### config.mk
export PLATFORM = sky130hd
export DESIGN_NAME = ps2_host_tx
export DESIGN_NICKNAME = d
export VERILOG_FILES = /design/src/rtl/ps2_host_tx.sv
export SDC_FILE = /design/constraint.sdc
export NUM_CORES = 1
export LEC_CHECK = 0
export CORE_MARGIN = 2
export CORE_UTILIZATION = 63
export DETAILED_ROUTE_END_ITERATION = 8
export PLACE_DENSITY_LB_ADDON = 0.2
export SLEW_MARGIN = 20
export SYNTH_ARGS = -nofsm -noshare
export SYNTH_HDL_FRONTEND = slang
export SYNTH_SLANG_ARGS = --single-unit
### constraint.sdc
create_clock -name sysclk -period 3.9 [get_ports sysclk]
set_clock_uncertainty 0.1 [all_clocks]
set_input_delay 0.78 -clock sysclk [delete_from_list [all_inputs] [get_ports sysclk]]
set_output_delay 0.78 -clock sysclk [all_outputs]
set_load 0.02 [all_outputs]
### src/rtl/ps2_host_tx.sv
// Host-to-device PS/2 transmitter: inhibits the bus, requests to send, shifts one
// command byte out on device-generated clocks and checks the device ACK.
//
// state    | meaning
// IDLE     | lines released, ready for a command byte
// INHIBIT  | clock held low, then start bit asserted with clock still low
// RTS      | clock released, start bit held, waiting for first device fall
// SHIFT    | presenting data, parity and stop on each device fall
// ACK      | data released, sampling device ACK on the 11th fall
// WAITIDLE | waiting for device to release both lines
// DONE     | one-cycle success pulse
// FAIL     | one-cycle failure pulse (NACK or timeout)
module ps2_host_tx #(
  parameter int INHIBIT_CYCLES = 12500,
  parameter int START_TIMEOUT  = 1875000,
  parameter int PACKET_TIMEOUT = 250000
) (
  input  logic       sysclk,
  input  logic       reset,
  input  logic [7:0] tx_data,
  input  logic       tx_valid,
  output logic       tx_ready,
  output logic       tx_done,
  output logic       tx_error,
  output logic       busy,
  input  logic       ps2_clk_in,
  input  logic       ps2_data_in,
  output logic       ps2_clk_oe,
  output logic       ps2_data_oe
);

  localparam int maxStartPacket = (START_TIMEOUT > PACKET_TIMEOUT) ? START_TIMEOUT : PACKET_TIMEOUT;
  localparam int maxCycles      = (maxStartPacket > INHIBIT_CYCLES) ? maxStartPacket : INHIBIT_CYCLES;
  localparam int TimerW         = $clog2(maxCycles + 1);

  localparam logic [TimerW-1:0] timerMax    = '1;
  localparam logic [TimerW-1:0] inhibitLast = TimerW'(INHIBIT_CYCLES - 1);
  localparam logic [TimerW-1:0] inhibitEnd  = TimerW'(INHIBIT_CYCLES);
  localparam logic [TimerW-1:0] startLimit  = TimerW'(START_TIMEOUT - 1);
  localparam logic [TimerW-1:0] packetLimit = TimerW'(PACKET_TIMEOUT - 1);

  typedef enum logic [2:0] {
    IDLE, INHIBIT, RTS, SHIFT, ACK, WAITIDLE, DONE, FAIL
  } stateT;

  stateT             state;
  logic [9:0]        frame;
  logic [3:0]        bitCnt;
  logic [TimerW-1:0] timer;
  logic [TimerW-1:0] timerInc;
  logic              clkOe, dataOe, txDone, txError;
  logic              clkMeta, clkSync, clkSyncD, dataMeta, dataSync;
  logic              fall;

  // Idle bus is high, so the synchronisers reset high to avoid a false fall.
  always_ff @(posedge sysclk) begin
    if (reset) begin
      clkMeta  <= 1'b1;
      clkSync  <= 1'b1;
      clkSyncD <= 1'b1;
      dataMeta <= 1'b1;
      dataSync <= 1'b1;
    end else begin
      clkMeta  <= ps2_clk_in;
      clkSync  <= clkMeta;
      clkSyncD <= clkSync;
      dataMeta <= ps2_data_in;
      dataSync <= dataMeta;
    end
  end

  assign fall     = clkSyncD & ~clkSync;
  assign timerInc = (timer == timerMax) ? timer : timer + TimerW'(1);

  always_ff @(posedge sysclk) begin
    if (reset) begin
      state   <= IDLE;
      frame   <= '0;
      bitCnt  <= '0;
      timer   <= '0;
      clkOe   <= 1'b0;
      dataOe  <= 1'b0;
      txDone  <= 1'b0;
      txError <= 1'b0;
    end else begin
      txDone  <= 1'b0;
      txError <= 1'b0;
      case (state)
        IDLE: begin
          clkOe  <= 1'b0;
          dataOe <= 1'b0;
          if (tx_valid) begin
            frame  <= {1'b1, ~^tx_data, tx_data};
            timer  <= '0;
            bitCnt <= '0;
            clkOe  <= 1'b1;
            state  <= INHIBIT;
          end
        end
        INHIBIT: begin
          timer <= timerInc;
          if (timer == inhibitLast) dataOe <= 1'b1;
          if (timer == inhibitEnd) begin
            clkOe <= 1'b0;
            timer <= '0;
            state <= RTS;
          end
        end
        RTS: begin
          timer <= timerInc;
          if (timer >= startLimit) begin
            state <= FAIL; clkOe <= 1'b0; dataOe <= 1'b0; txDone <= 1'b1; txError <= 1'b1;
          end else if (fall) begin
            dataOe <= ~frame[0];
            frame  <= {1'b0, frame[9:1]};
            bitCnt <= 4'd1;
            timer  <= '0;
            state  <= SHIFT;
          end
        end
        SHIFT: begin
          timer <= timerInc;
          if (timer >= packetLimit) begin
            state <= FAIL; clkOe <= 1'b0; dataOe <= 1'b0; txDone <= 1'b1; txError <= 1'b1;
          end else if (fall) begin
            dataOe <= ~frame[0];
            frame  <= {1'b0, frame[9:1]};
            bitCnt <= bitCnt + 4'd1;
            if (bitCnt == 4'd9) state <= ACK;
          end
        end
        ACK: begin
          timer <= timerInc;
          if (timer >= packetLimit || (fall && dataSync)) begin
            state <= FAIL; clkOe <= 1'b0; dataOe <= 1'b0; txDone <= 1'b1; txError <= 1'b1;
          end else if (fall) begin
            state <= WAITIDLE;
          end
        end
        WAITIDLE: begin
          timer <= timerInc;
          if (timer >= packetLimit) begin
            state <= FAIL; clkOe <= 1'b0; dataOe <= 1'b0; txDone <= 1'b1; txError <= 1'b1;
          end else if (clkSync && dataSync) begin
            clkOe  <= 1'b0;
            dataOe <= 1'b0;
            txDone <= 1'b1;
            state  <= DONE;
          end
        end
        DONE:    state <= IDLE;
        FAIL:    state <= IDLE;
        default: state <= IDLE;
      endcase
    end
  end

  assign tx_ready    = (state == IDLE);
  assign busy        = (state != IDLE);
  assign tx_done     = txDone;
  assign tx_error    = txError;
  assign ps2_clk_oe  = clkOe;
  assign ps2_data_oe = dataOe;

endmodule
; After elaboration in Yosys (flattened, before gate mapping)
; Index checks and enable logic that the tools add are counted.
[totals]
ram_bits = 0
in_bits = 13
mem_bits_ro = 0
reg_bits = 47
elab_cells = 113
memories = 0
latchBits = 0
[op_classes]
n_mul = 0
eq_ne = 26
magnitude_cmp = 2
div = 0
addsub = 2
mux = 49
bitwise_logic = 3
shift = 0
n_reduce_logical = 18
[ops]
columns = operator, n
row1 = $mux 21, 5
row2 = $pmux 21 s4, 1
row3 = $eq 21x14->1 const B, 2
row4 = $mux 10, 4
row5 = $mux 3, 11
row6 = $pmux 10 s3, 1
row7 = $add 21x1->21 const B, 1
row8 = $eq 21x21->1 const B, 1
row9 = $ge 21x18->1 const B, 1
row10 = $ge 21x21->1 const B, 1
row11 = $pmux 3 s7, 1
row12 = $mux 4, 5
row13 = $ne 2x2->1 const B, 10
row14 = $mux 1, 16
row15 = $ne 3x3->1 const B, 5
row16 = $eq 3x3->1 const B, 4
row17 = $pmux 1 s6, 2
row18 = $pmux 4 s3, 1
row19 = $reduce_and 6->1, 2
row20 = $reduce_and 4->1, 2
row21 = $reduce_xnor 8->1, 1
row22 = $reduce_and 7->1, 1
row23 = $eq 3x2->1 const B, 2
row24 = $reduce_bool 3->1, 2
row25 = other kinds (15), 18

; Longest topological paths before layout
; Gate-level depths: netlist (run 1).
[depth]
word_depth = 6
ltp_mapped = 9
mapped_depth_nobuf = 8

; Worst setup path after synthesis (run 1)
; OpenSTA, ideal clock, no wires.
[synth_timing]
path_kind = register to output
from = reg state[2]
to = out busy
t_required_ns = 3.020
setup_slack_ns = 1.609
stages_incl_launch_ff = 4
t_arrival_ns = 1.411
path_cell_list = dfxtp_1 -> clkbuf_1 -> nor3_1 -> inv_1
[synth_between]
elab_chain_cells = 1
[synth_lines]
columns = element, line_no
row1 = "start, declared", 46  ; stateT state;
row2 = "start signal, assigned", 77  ; state <= IDLE;
row3 = "start signal, assigned", 97  ; state <= INHIBIT;
row4 = "start signal, assigned", 106  ; state <= RTS;
row5 = $reduce_bool 3->1, 159  ; assign busy = (state != IDLE);
row6 = "end, declared", 25  ; output logic busy,
; Every way passes these cells.

; Final worst setup path (run 1)
[layout_timing]
from = reg state[0]
to = out tx_ready
[layout_between]
elab_chain_cells = 1
[layout_lines]
columns = element, line_no
row1 = $logic_not 3->1, 158  ; assign tx_ready = (state == IDLE);
row2 = "end, declared", 22  ; output logic tx_ready,
; Every way passes these cells.

==> impl_results.md, run 1 <==
* Status: completed
* PwrDens at 532.3 nW/µm²
* Vias post-DR at 2323
* Sequential cell area fraction in the yosys report at 35.03%
* Largest family of logic cells by synthesized area: simple AND/OR/NAND/NOR gates
* Worst-Margin Slew at 0.7185 ns
* Post-synthesis xor/xnor area fraction at 7.499%
* Final hold vios at 0
* Max FO, Critical Path at 16
* FF-to-FF Start: timer[0]$_SDFFE_PP0P_
* Starting Density at 66.20%
* Placed wire-length estimate at 4.025 mm
* First-pass GRT wire length at 9.749 mm
* CP top delay family: buffers and inverters
* Post-synth cell types at 55
* Static Leak at 0.9853 nW
* Clk sinks at 47
* Warnings, synthesis at 0
* Combinational Power Share at 40.9%
* Number of max-cap violations at 0
* Relative slew slack at 52.10%
* Syn avg cell area at 8.091 µm²
* Crit path cell chain: nor3_1 -> clkdlybuf4s50_1
* FP Rows at 23
* Vias per Instance at 5.911
* Die Span Y at 69.30 µm
* WL/cell at 14.06 µm
* Nets at 359
* Setup crit start: state[0]$_SDFFE_PP0P_
* CTS clk-pin slew, worst paths at 0.09 ns
* FF-to-FF setup slack at 1.11 ns
* RR Endpoint: bitCnt[2]$_SDFFE_PP0P_
* RSZ-0062 raised after global routing: no
* Register bit total from synthesis at 47
* Diode count at 0
* Worst Setup EP: tx_ready
* CP max-delay cell: clkdlybuf4s50_1
* Fillers at 327
* Final Wtd Congestion at 0.9065
* H-tree levels at 2
* Remaining global-route overflow at 0
* Layout cell share with drive strength beyond 1 at 10.20%
* Crit. End Element: output pin
* Tcrit/Tclk final at 73.77%
* Core area at 4058 µm²
* Peak VDD IR at 374.3 µV
* Initial DRT Pass Iterations at 4
* CTS tree: done
* Area grow syn2layout at 9.362%
* Starting DRT DRC Count at 185
* DRC at 0
* Multiplexer share of the synthesized area at 0.7452%
* Worst hold slack at 0.3208 ns
* I/O Pins at 19
* Power Total at 1.564 mW
* Synthesized area at 2686 µm²
* Slowest stage delay, CP at 0.70 ns
* Port Buffers at 18
* Switching pwr at 626.6 µW
* Initial antenna violation count at 0
* Startpoint types: flop
* Cell taking the most area after synthesis: dfxtp_1
* Max Freq at 0.3476 GHz
* Critical path depth in cells at 2
* Hold_buf cts at 0
* Synth top area cells: dfxtp_1 (35%), nand2_1 (6.8%), nor2_1 (5.9%)
* Die ar. at 4802 µm²
* Fin util at 72.40%
* Pin count of the biggest net entering global routing at 30
* Clk buf depth at 2
* Sequential power share at 40.5%
* Root Driver: clkbuf_8
* Worst skew pair latency at 0.30 ns
* Total CTS buffers at 5
* Worst endpoint data arrival time at 2.00 ns
* Sw Share at 40.06%
* Post-CTS sizing at 0
* Total GRT Usage at 24.13%
* Synth Instances at 332
* Post-DP Area at 2850 µm²
* Synth top area share at 35.03%
* WP buf/inv at 1
* Final Slew Violations at 0
* Simple-Gate Fraction of Synth Area at 29.95%
* Die width at 69.30 µm
* Final ANT Viol Nets at 0
* Post-CTS setup buffers at 0
* Post-Syn Nets at 349
* Vias in the first global route at 2200
* Critical path type: flop to output pin
* Total wire length at 5.525 mm
* Clock power share at 18.7%
* Cell depth of the worst flop-to-flop path at 8
* Required @ worst endpoint at 3.02 ns
* Adder and majority gate portion of the synthesized area at 1.863%
* Final-report setup violation count at 0
* Post-synthesis compound-gate area fraction at 20.17%
* Post-layout min period at 2.877 ns
* Design area at 2938 µm²
* Worst hold path type: flop to flop
* Setup TNS at 0 ns
* Internal cell power at 937.3 µW
==> flip-flops by register name, summed over array words and instances, names as in the netlist <==
signal	cells
frame	10
clkSyncD	1
bitCnt	4
tx_done	1
clkSync	1
dataSync	1
tx_error	1
ps2_clk_oe	1
timer	21
clkMeta	1
state	3
dataMeta	1
ps2_data_oe	1
==> placed cells by master (no fill, tap or decap), drive strengths merged, types with 2 or more instances in the layout <==
master	synthesis	routed
a21oi	13	13
ha	4	4
xor2	10	10
and3	4	4
dfxtp	47	47
inv	7	8
nand2	49	49
mux2i	2	2
xnor2	13	13
buf	10	3
clkdlybuf4s50	0	18
clkbuf	8	5
nand2b	9	9
o211ai	2	2
a211oi	4	4
clkinv	0	2
a31oi	7	7
nor3	10	10
nor4	5	5
a311oi	10	10
nor2	43	43
o2111ai	2	2
nand4	8	8
a22oi	3	3
a21boi	3	3
nor2b	8	8
o21ai	18	18
nand3	11	11
or2	6	6
nor3b	2	2
==> power groups by stage <==
stage / clock [mW] / combinational [mW] / sequential [mW]
finish: 0.292 / 0.639 / 0.633
global route: 0.317 / 0.716 / 0.643
CTS: 0.301 / 0.639 / 0.629
detailed placement: 0 / 0.638 / 0.639
global placement: 0 / 0.626 / 0.637
floorplan: 0 / 0.514 / 0.613
==> cell type report <==
class / count / area (µm²) / share of cell area [%]
Multi-Input combinational cell: 260 / 1618 / 55.07
Sequential cell: 47 / 940.9 / 32.03
Timing Repair Buffer: 21 / 202.7 / 6.899
Clock buffer: 5 / 68.82 / 2.342
Tap cell: 50 / 62.56 / 2.129
Inverter: 7 / 26.28 / 0.8944
Clock inverter: 3 / 18.77 / 0.6388
==> worst reg2reg max path, delay by kind of cell (launching register included) <==
family | cells | cell delay, ns
AO/OA/AOI/OAI | 4 | 1.49
adder cells (fa/ha/maj) | 1 | 0.26
flip-flops | 1 | 0.37
AND/OR/NAND/NOR | 3 | 0.47
==> cells in the mapped netlist, drive strengths merged <==
cell type / number
nand2b: 9
a31o: 1
nand3: 11
a31oi: 7
and4: 1
a21bo: 1
nor4bb: 1
o21a: 1
inv: 7
nor3b: 2
and3: 4
or2: 6
a21oi: 13
dfxtp: 47
mux2i: 2
nor4: 5
o31ai: 1
clkbuf: 8
and2: 1
nand4: 8
xor2: 10
nand4bb: 1
nor4b: 1
o211ai: 2
a211oi: 4
a2bb2oi: 1
nor3: 10
a311oi: 10
nand2: 49
nor2: 43
ha: 4
a32o: 1
o2111ai: 2
a41oi: 1
o21ai: 18
a22oi: 3
nor2b: 8
and2b: 1
a21boi: 3
a21o: 1
buf: 10
xnor2: 13
==> per-stage QoR <==
step / setup WS, ns / std cells
6_report: 1.023 / 393
5_1_grt: 0.8472 / 393
4_1_cts: 1.046 / 393
3_5_place_dp: 0.9624 / 385
3_3_place_gp: 1.008 / 385
2_1_floorplan: 1.609 / 332
==> layer usage <==
metal  part of all wire, %  global-route usage [%]
met1                    47                   32.00
met2                    47                   39.32
met3                   3.6                   3.198
met4                   2.5                   10.46
met5                     0                       0
==> how the worst min path moves through the flow <==
| stage | startpoint | endpoint | slack [ns] | cells past startpoint |
|---|---|---|---|---|
| final | dataMeta$_SDFF_PP1_ | dataSync$_SDFF_PP1_ | 0.32 | 1 |
| after global routing | dataMeta$_SDFF_PP1_ | dataSync$_SDFF_PP1_ | 0.34 | 1 |
| after CTS | dataMeta$_SDFF_PP1_ | dataSync$_SDFF_PP1_ | 0.32 | 1 |
| after detailed placement | dataMeta$_SDFF_PP1_ | dataSync$_SDFF_PP1_ | 0.30 | 1 |
| after global placement | clkMeta$_SDFF_PP1_ | clkSync$_SDFF_PP1_ | 0.29 | 1 |
| after floorplan | clkMeta$_SDFF_PP1_ | clkSync$_SDFF_PP1_ | 0.29 | 1 |
==> kinds of logic (layout without fill, tap and decap cells) <==
logic type | after synthesis | count (layout)
and+or+nand+nor | 161 | 161
AOI/OAI and AO/OA | 70 | 70
DFF | 47 | 47
buffers and inverters | 25 | 36
xor gates and xnor gates | 23 | 23
adders and majority gates | 4 | 4
muxes | 2 | 2
No activity file was read; power rests on OpenSTA's default activity.
==> inputs of run 2 (changes only) <==
CORE_UTILIZATION = 59   (was 63)
clock period = 2.9 ns   (was 3.9 ns; I/O delays follow)
==> run 2 against run 1 <==
Compared with the run above: total power is 39% higher; setup slack worse by 0.78 ns; sequential share of layout area is 0.56 points lower; critical path depth stayed put; wire length is 7.7% higher; critical path type unchanged; largest cell class unchanged; first-iteration DRC count is 9.2% lower; die area is 6.4% higher; non-clock buffer count is 5 higher; largest power group unchanged; global-route usage is 0.068 points higher; clock power is 39% higher.
==> impl_results.md, run 2 (same netlist as run 1, synthesis figures left out) <==
* Status: completed
* CP top delay family: buffers and inverters
* DRC at 0
* Final ANT Viol Nets at 0
* Final-report setup violation count at 0
* Number of max-cap violations at 0
* Worst skew pair latency at 0.30 ns
* First-pass GRT wire length at 10.06 mm
* WL/cell at 14.92 µm
* Final Wtd Congestion at 0.9713
* Critical path type: flop to output pin
* H-tree levels at 2
* Starting Density at 61.27%
* FP Rows at 24
* Slowest stage delay, CP at 0.70 ns
* Relative slew slack at 65.73%
* Setup TNS at 0 ns
* Vias per Instance at 6.018
* Total GRT Usage at 24.20%
* Final hold vios at 0
* Die width at 71.48 µm
* Peak VDD IR at 502.9 µV
* Worst-Margin Slew at 0.5140 ns
* PnR worst setup slack at 0.2468 ns
* RSZ-0062 raised after global routing: no
* Hold_buf cts at 0
* Clk buf depth at 2
* CTS tree: done
* Initial antenna violation count at 0
* Remaining global-route overflow at 0
* Static Leak at 1.014 nW
* Largest Register: timer
* Tcrit/Tclk final at 91.49%
* Die Span Y at 71.48 µm
* Clk sinks at 47
* Initial DRT Pass Iterations at 4
* Total wire length at 5.952 mm
* Fin util at 68.21%
* Required @ worst endpoint at 2.22 ns
* Worst hold slack at 0.3166 ns
* Final Slew Violations at 0
* Startpoint types: flop
* Worst slack, placed at 0.2677 ns
* Die ar. at 5109 µm²
* CTS clk-pin slew, worst paths at 0.08 ns
* Min-delay src: dataMeta$_SDFF_PP1_
* Setup crit start: state[0]$_SDFFE_PP0P_
* Pin count of the biggest net entering global routing at 21
* I/O Pins at 19
* Commonest non-fill, non-tap cell in the layout: nand2_1
* Placed wire-length estimate at 4.313 mm
* Nets at 364
* Vias in the first global route at 2216
* Diode count at 0
* Max Freq at 0.3769 GHz
* Post-CTS setup buffers at 0
* Layout cell share with drive strength beyond 1 at 11.24%
* Worst endpoint data arrival time at 1.97 ns
* Port Buffers at 18
* Worst hold path type: flop to flop
* Most frequent cells in the layout: nand2_1 (49), dfxtp_1 (47), nor2_1 (42)
* PwrDens at 728.0 nW/µm²
* Largest register FFs at 21
* Crit. End Element: output pin
* Root Driver: clkbuf_8
* Max FO, Critical Path at 16
* Starting DRT DRC Count at 168
* Vias post-DR at 2401
* Largest registers: timer (21), frame (10), bitCnt (4)
* Power Total at 2.177 mW
* Post-layout min period at 2.653 ns
* Total CTS buffers at 5
* CP max-delay cell: clkdlybuf4s50_1
* FF-to-FF Start: timer[0]$_SDFFE_PP0P_
* Crit path cell chain: nor3_1 -> clkdlybuf4s50_1
* Post-CTS sizing at 0
* WP buf/inv at 1
* Area grow syn2layout at 11.32%
* Core area at 4384 µm²
## run 2: final cells by class
cell class / instances / area, µm²
well taps: 52 / 65.06
multi-input cells: 260 / 1618
flip-flops and latches: 47 / 940.9
clock inverters: 1 / 5.005
fillers: 381 / 1394
repair buffers: 26 / 252.7
clock buffers: 6 / 82.58
inverters: 7 / 26.28
## run 2: worst paths after layout
path                           end  slack (ns)  cells after the start
max                       tx_ready        0.25                      2
min            dataSync$_SDFF_PP1_        0.32                      1
max reg2reg  frame[2]$_SDFFE_PP0P_        0.37                      9
min reg2reg    dataSync$_SDFF_PP1_        0.32                      1
## run 2: worst register-to-register path, stage by stage, from the launching register on
cell      delay, ns
dfxtp_1        0.37
ha_1           0.27
a211oi_1       0.19
o31ai_1        0.14
a211oi_2       0.39
nor2_2         0.11
a22oi_4        0.32
buf_4          0.23
nor2_1         0.07
a311oi_2       0.25
## run 2: layer usage
| metal | track usage [%] | part of all wire, % | routed length (µm) | vias up |
|---|---|---|---|---|
| met2 | 40.23 | 49 | 2908 | 65 |
| met3 | 3.938 | 4.5 | 266 | 11 |
| met5 | 0 | 0 | 0 | - |
| met4 | 7.547 | 1.6 | 95 | 0 |
| li1 | - | - | - | 1192 |
| met1 | 32.28 | 45 | 2682 | 1133 |
## run 2: per-stage QoR
stage,cells,instance area (µm²)
global route,399,2990
detailed placement,392,2903
floorplan,332,2686
global placement,392,2903
CTS,399,2990
finish,399,2990
## run 2: power by group
part           internal, mW  total [mW]  switching [mW]
combinational         0.389       0.921           0.532
sequential            0.743       0.848           0.105
clock                 0.188       0.407           0.220
total                  1.32        2.18           0.858
